===== config.mk =====
export PLATFORM = sky130hd
export DESIGN_NAME = res_buf
export DESIGN_NICKNAME = d
export VERILOG_FILES = /design/src/rtl/res_pkg.sv /design/src/rtl/res_fifo_mem.sv /design/src/rtl/res_buf.sv
export SDC_FILE = /design/constraint.sdc
export NUM_CORES = 1
export LEC_CHECK = 0
export CAP_MARGIN = 10
export CELL_PAD_IN_SITES_DETAIL_PLACEMENT = 1
export CELL_PAD_IN_SITES_GLOBAL_PLACEMENT = 1
export CORE_MARGIN = 3
export CORE_UTILIZATION = 41
export CTS_CLUSTER_SIZE = 16
export DETAILED_ROUTE_END_ITERATION = 10
export HOLD_SLACK_MARGIN = 0.12
export PLACE_DENSITY_LB_ADDON = 0.1
export SETUP_SLACK_MARGIN = 0.2
export SLEW_MARGIN = 30
export SYNTH_ARGS = -nofsm -noshare
export SYNTH_HDL_FRONTEND = slang
export SYNTH_SLANG_ARGS = --single-unit
export TNS_END_PERCENT = 50

===== constraint.sdc =====
create_clock -name clk -period 2.3 [get_ports clk]
set_input_delay 0.46 -clock clk [delete_from_list [all_inputs] [get_ports clk]]
set_output_delay 0.46 -clock clk [all_outputs]
set_load 0.05 [all_outputs]

===== src/rtl/res_pkg.sv =====
// Shared types for the result buffer: operator tags and the stored entry layout.
package res_pkg;

  localparam int RES_W = 5;

  typedef enum logic [1:0] {
    OP_SQR = 2'b00,
    OP_AND = 2'b01,
    OP_CAT = 2'b10,
    OP_RSV = 2'b11
  } op_t;

  typedef struct packed {
    op_t              op;
    logic [RES_W-1:0] data;
  } entry_t;

endpackage


===== src/rtl/res_fifo_mem.sv =====
// Register-array storage for the result buffer: one write port, asynchronous read port.
module res_fifo_mem
  import res_pkg::*;
#(
  parameter int DEPTH = 4,
  parameter int W     = RES_W + 2
) (
  input  logic                     clk,
  input  logic                     rst_n,
  input  logic                     we_i,
  input  logic [$clog2(DEPTH)-1:0] waddr_i,
  input  logic [W-1:0]             wdata_i,
  input  logic [$clog2(DEPTH)-1:0] raddr_i,
  output logic [W-1:0]             rdata_o
);

  logic [W-1:0] mem_q [DEPTH];

  // Storage is cleared on reset so the head reads as zero until the first push lands.
  always_ff @(posedge clk or negedge rst_n) begin
    if (!rst_n) begin
      for (int i = 0; i < DEPTH; i++) begin
        mem_q[i] <= '0;
      end
    end else if (we_i) begin
      mem_q[waddr_i] <= wdata_i;
    end
  end

  assign rdata_o = mem_q[raddr_i];

endmodule


===== src/rtl/res_buf.sv =====
// Result buffer FIFO with valid/ready handshake on both sides.
// Defining RES_ACC_EN adds a saturating running sum of every delivered result.
module res_buf
  import res_pkg::*;
#(
  parameter int DEPTH = 4,
  parameter int WIDTH = RES_W,
  parameter int ACC_W = 8
) (
  input  logic                   clk,
  input  logic                   rst_n,
  input  logic [WIDTH-1:0]       ina,
  input  logic [1:0]             in_op,
  input  logic                   in_valid,
  output logic                   in_ready,
  output logic [WIDTH-1:0]       outa,
  output logic [1:0]             out_op,
  output logic                   out_valid,
  input  logic                   out_ready,
  output logic [$clog2(DEPTH):0] count
`ifdef RES_ACC_EN
  ,
  input  logic                   acc_clr,
  output logic [ACC_W-1:0]       acc,
  output logic                   acc_sat
`endif
);

  localparam int AW = $clog2(DEPTH);
  localparam int CW = AW + 1;

  logic [AW-1:0]    wr_ptr_q, wr_ptr_d;
  logic [AW-1:0]    rd_ptr_q, rd_ptr_d;
  logic [CW-1:0]    count_q, count_d;
  logic             full, empty, push, pop;
  logic [WIDTH+1:0] rd_word;
  op_t              head_op;

  // Handshake flags come from registered occupancy only.
  assign full      = (count_q == CW'(DEPTH));
  assign empty     = (count_q == '0);
  assign in_ready  = !full;
  assign out_valid = !empty;
  assign push      = in_valid && !full;
  assign pop       = out_ready && !empty;

  always_comb begin
    wr_ptr_d = wr_ptr_q;
    rd_ptr_d = rd_ptr_q;
    count_d  = count_q;
    if (push) wr_ptr_d = wr_ptr_q + AW'(1);
    if (pop)  rd_ptr_d = rd_ptr_q + AW'(1);
    if (push && !pop)      count_d = count_q + CW'(1);
    else if (pop && !push) count_d = count_q - CW'(1);
  end

  always_ff @(posedge clk or negedge rst_n) begin
    if (!rst_n) begin
      wr_ptr_q <= '0;
      rd_ptr_q <= '0;
      count_q  <= '0;
    end else begin
      wr_ptr_q <= wr_ptr_d;
      rd_ptr_q <= rd_ptr_d;
      count_q  <= count_d;
    end
  end

  res_fifo_mem #(
    .DEPTH (DEPTH),
    .W     (WIDTH + 2)
  ) u_mem (
    .clk     (clk),
    .rst_n   (rst_n),
    .we_i    (push),
    .waddr_i (wr_ptr_q),
    .wdata_i ({in_op, ina}),
    .raddr_i (rd_ptr_q),
    .rdata_o (rd_word)
  );

  assign head_op = op_t'(rd_word[WIDTH+1:WIDTH]);
  assign outa    = rd_word[WIDTH-1:0];
  assign out_op  = head_op;
  assign count   = count_q;

`ifdef RES_ACC_EN
  localparam int SW = ACC_W + 1;
  localparam logic [SW-1:0] ACC_MAX = {1'b0, {ACC_W{1'b1}}};

  logic [ACC_W-1:0] acc_q, acc_d;
  logic             sat_q, sat_d;
  logic [SW-1:0]    sum;

  // Clear wins over a same-cycle pop; the sum is one bit wider so overflow is visible.
  always_comb begin
    sum   = {1'b0, acc_q} + SW'(outa);
    acc_d = acc_q;
    sat_d = sat_q;
    if (acc_clr) begin
      acc_d = '0;
      sat_d = 1'b0;
    end else if (pop) begin
      if (sum > ACC_MAX) begin
        acc_d = '1;
        sat_d = 1'b1;
      end else begin
        acc_d = sum[ACC_W-1:0];
      end
    end
  end

  always_ff @(posedge clk or negedge rst_n) begin
    if (!rst_n) begin
      acc_q <= '0;
      sat_q <= 1'b0;
    end else begin
      acc_q <= acc_d;
      sat_q <= sat_d;
    end
  end

  assign acc     = acc_q;
  assign acc_sat = sat_q;
`endif

endmodule


=== Yosys cells after proc, flatten, opt, wreduce, memory -nomap -nowiden ===
Index checks and enable logic that the tools add are counted.
W data, S select, Z words.

* $add $sub $neg: 4
* Order comparisons: 3
* Equality and inequality tests: 1
* Multiplexer cells: 8
* Bitwise gates (word level): 2
* Reduce and logical (&&, ||, !) cells: 11

{| class="wikitable"
|+ Operators by type and width
! cell !! count
|-
| $bwmux W28 || 1
|-
| $mux W7 || 3
|-
| $bmux W7 S2 || 1
|-
| $demux W7 S2 || 1
|-
| $ge A3 B3 Y1 const B || 2
|-
| $mux W3 || 2
|-
| $not A2 Y3 || 2
|-
| $logic_and A1 B1 Y1 || 5
|-
| $add A2 B1 Y2 const B || 2
|-
| $logic_not A1 Y1 || 4
|-
| $add A3 B1 Y3 const B || 1
|-
| $eq A3 B3 Y1 const B || 1
|-
| $logic_not A3 Y1 || 1
|-
| $lt A3 B1 Y1 const B || 1
|-
| $sub A3 B1 Y3 const B || 1
|-
| $reduce_bool A2 Y1 || 1
|}

* Register bits: 35
* Bits of input ports: 11
* Logic and storage cells: 36

=== Longest topological paths before layout ===
* Depth after elaboration: 7
* Mapped depth: 9

=== Cells and area by module ===
From an unflattened synthesis, not the netlist that was laid out.

* Cell total of the unflattened synthesis: 94
* Area, all modules: 1,559.0 um^2

{| class="wikitable"
|+ Modules (own cells, without submodules)
! module !! times used !! cells an instance !! area each (um^2) !! sequential area each (um^2)
|-
| res_fifo_mem || 1 || 69 || 1,233.7 || 700.7
|-
| res_buf || 1 || 25 || 325.3 || 175.2
|}

=== Worst setup path before layout ===
Ideal clock, no wire load.

* Kind: register to register
* Start: reg count_q[0] (netlist: count[0])
* End: reg count_q[2] (netlist: count[2])
* Arrival time: 2.431 ns
* Data required time: 2.218 ns
* Slack: -0.213 ns
* Stages on the path, launching flop included: 9
* Period minus slack after synthesis: 2.513 ns
* Cell sequence: dfrtp_1 or3_2 nand2_1 ha_1 inv_1 fa_1 xor2_1 nor2_1 xor2_1

* Longest elaborated chain between the ends: 6
* Elaborated cells between the ends (all ways): 15

{| class="wikitable"
|+ RTL lines
! what !! RTL line !! source
|-
| from (decl) || res_buf.sv:34 || <nowiki>logic [CW-1:0] count_q, count_d;</nowiki>
|-
| from (signal assigned) || res_buf.sv:65 || <nowiki>count_q <= count_d;</nowiki>
|-
| $logic_not A3 Y1 * || res_buf.sv:41 || <nowiki>assign empty = (count_q == '0);</nowiki>
|-
| $logic_not A1 Y1 * || -- ||
|-
| named net out_valid || res_buf.sv:18 || <nowiki>output logic out_valid,</nowiki>
|-
| $logic_and A1 B1 Y1 * || res_buf.sv:45 || <nowiki>assign pop = out_ready && !empty;</nowiki>
|-
| $logic_not A1 Y1 || res_buf.sv:53 || <nowiki>if (push && !pop) count_d = count_q + CW'(1);</nowiki>
|-
| $logic_and A1 B1 Y1 || res_buf.sv:53 ||
|-
| $mux W3 or $reduce_bool A2 Y1 (tied branches) || -- ||
|}

Mark *: on every way through the listed nets, which the timed path passes. The rest lies on a longest branch. The select of a mux whose other input is x is not followed.
A chain may end at the register's enable or synchronous reset.

=== Final worst setup path ===
* Start: reg count_q[0] (netlist: count[0])
* End: reg count_q[1] (netlist: count[1])

* Elaborated cells between the ends (all ways): 15

{| class="wikitable"
|+ RTL lines
! what !! RTL line !! source
|-
| $eq A3 B3 Y1 || res_buf.sv:40 || <nowiki>assign full = (count_q == CW'(DEPTH));</nowiki>
|-
| $logic_not A1 Y1 || res_buf.sv:44 || <nowiki>assign push = in_valid && !full;</nowiki>
|-
| $logic_and A1 B1 Y1 || res_buf.sv:44 ||
|-
| named net push || res_buf.sv:35 || <nowiki>logic full, empty, push, pop;</nowiki>
|-
| $logic_and A1 B1 Y1 || res_buf.sv:53 ||
|-
| $mux W3 || res_buf.sv:53 ||
|-
| named net count_d[1] || res_buf.sv:34 ||
|}

The timed path passes the listed nets, and every way through them passes these cells. The select of a mux whose other input is x is not followed.

==> results.txt <==
outcome - complete, no violations
Slew HR - 66.9%
vias per inst - 5.21
Critical Path RT - 2.47 ns
Synth Warn # - 0
most frequent cells in the layout - dfrtp_1, mux2_4, clkdlybuf4s50_1, buf_4, mux4_2
#FFs+latches synth - 35
Final Max Tran Viols - 0
Synth-to-Final Area Change - 20.4%
largest net degree at the start of global routing - 36
CTS Sinks - 35
crit path max fanout - 4
minimum clock period after layout - 2.07 ns
Die X - 71.7 µm
ant diodes - 0
vias in the first global route - 1108
CTS tree - built
# setup viols final - 0
Vias - 954
DR iter-0 viols - 23
port bufs - 22
Pre-antenna DRT Iters - 2
clk_lat worst skew - 0.28 ns
die footprint - 5140 µm²
CORE AREA - 4090 µm²
Wirelength per Cell - 18.7 µm
root buffer cell - clkbuf_8
Clock transition at path regs - 0.07 ns
CTS buffer count - 5
Die H - 71.7 µm
maximum clock rate - 484 MHz
# rows - 23
Worst Setup Path Type - flop to flop
RSZ-0062 raised after global routing - yes
Clock Tree Buf Depth - 2
Post-DP HPWL - 2.35 mm
final instance area - 2130 µm²
final worst-path cycle share - 89.9%
DP Area - 2030 µm²
Total Wirelength - 3.41 mm
CP Capture Type - flop
# DRC - 0
Min-Delay Path Class - flop to flop
measured slew at the worst slew-check pin - 0.495 ns
# IOs - 23
initial antenna violation count - 0
Syn Std Cell Area - 1770 µm²
Fill cells - 408
post-synthesis sequential area ratio - 49.5%
first-pass GRT wire length - 5.87 mm
setup TNS - 0 ns
RePlAce Congestion - 0.683
Worst Setup Start Kind - flop
Synth Net Count - 122
WP data arrival - 2.23 ns
Global Route Usage Sum - 15.1%
Avg Inst Size Synth - 16.8 µm²
grt total ovfl - 0
max-cap viol count - 0
commonest non-fill, non-tap cell in the layout - dfrtp_1
clk_skew - 0.00697 ns
synthesized instance count - 105
Initial Utilization - 43.3%
Final Hold Viols - 0
Routed Antenna Nets - 0
Post-CTS Hold Fix Bufs - 0
count of cell types in the netlist - 20
layout cells sized above 1 - 51.1%
# H-tree levels - 2
Final nets - 150
## metrics by stage
step | setup slack [ns] | utilization [%] | cells | hold WS (ns)
finish | 0.233 | 52.1 | 183 | 0.505
global route | 0.167 | 52.1 | 183 | 0.530
CTS | 0.204 | 51.5 | 181 | 0.511
detailed placement | 0.132 | 49.7 | 174 | 0.494
global placement | 0.178 | 49.7 | 174 | 0.484
floorplan | 0.0798 | - | 105 | 0.164
## cell families (layout without fill, tap and decap cells)
kind of cell	count (synthesis)	after routing	synth area share, %
compound gates	1	1	0.283
flops	35	35	49.5
mux	36	36	33.3
simple gates	11	11	4.88
buf+inv	10	38	4.32
xor+xnor	6	6	2.97
fa+ha+maj	6	6	4.67
## what timing repair did
item | 4_1_cts | 5_1_grt
pin swaps | 0 | 4
buffers inserted | 0 | 2
endpoints found under the setup margin | 4 | 1
gates resized for setup | 2 | 2
## Yosys cell counts
cell | count | area, µm²
and2_2 | 1 | 7.51
and3_4 | 4 | 45.0
buf_1 | 1 | 3.75
buf_2 | 1 | 5.00
buf_6 | 5 | 56.3
dfrtp_1 | 35 | 876
fa_1 | 1 | 20.0
ha_1 | 5 | 62.6
inv_1 | 3 | 11.3
mux2_2 | 1 | 11.3
mux2_4 | 28 | 420
mux4_2 | 7 | 158
nand2_1 | 1 | 3.75
nand3_1 | 2 | 10.0
nor2_1 | 1 | 3.75
o21ai_0 | 1 | 5.00
or3_2 | 1 | 7.51
or3b_1 | 1 | 8.76
xnor2_1 | 4 | 35.0
xor2_1 | 2 | 17.5
## final cells by class
type	count	area [µm²]	share of cell area, %
well taps	50	62.6	2.94
flip-flops and latches	35	881	41.4
inverters	3	11.3	0.529
clock buffers	7	76.3	3.59
repair buffers	28	256	12.1
multi-input cells	60	841	39.5
## critical path, cell delays in order (launching register included)
cell and delay (ns):
dfrtp_2 0.40, buf_4 0.15, or3b_1 0.37, and2_4 0.17
ha_4 0.16, inv_2 0.04, fa_1 0.40, mux2_2 0.27
## routing by layer
metal | vias up | global-route usage, % | wire length (µm)
met4 | 0 | 5.43 | 41
li1 | 426 | - | -
met2 | 17 | 24.4 | 1750
met1 | 506 | 19.5 | 1520
met5 | - | 0 | 0
met3 | 5 | 3.93 | 101
## flip-flops by register name, summed over array words and instances (netlist names)
name	count
count	3
rd_ptr_q	2
u_mem.mem_q	28
wr_ptr_q	2
## final timing paths
path | startpoint | endpoint | slack [ns] | cells after the start
worst max-delay path | count[0] | count[1] | 0.23 | 7
worst min-delay path | count[2] | count[2] | 0.51 | 1
worst max register to register | count[0] | count[1] | 0.23 | 7
worst min register to register | count[2] | count[2] | 0.51 | 1
max in group asynchronous | rst_n | count[2] | 1.36 | 2
min in group asynchronous | rst_n | u_mem.mem_q[22] | 0.61 | 2
Power is left out: the tool's default activity adds up to more than one toggle a clock period on the data nets, which glitch-free logic cannot reach.
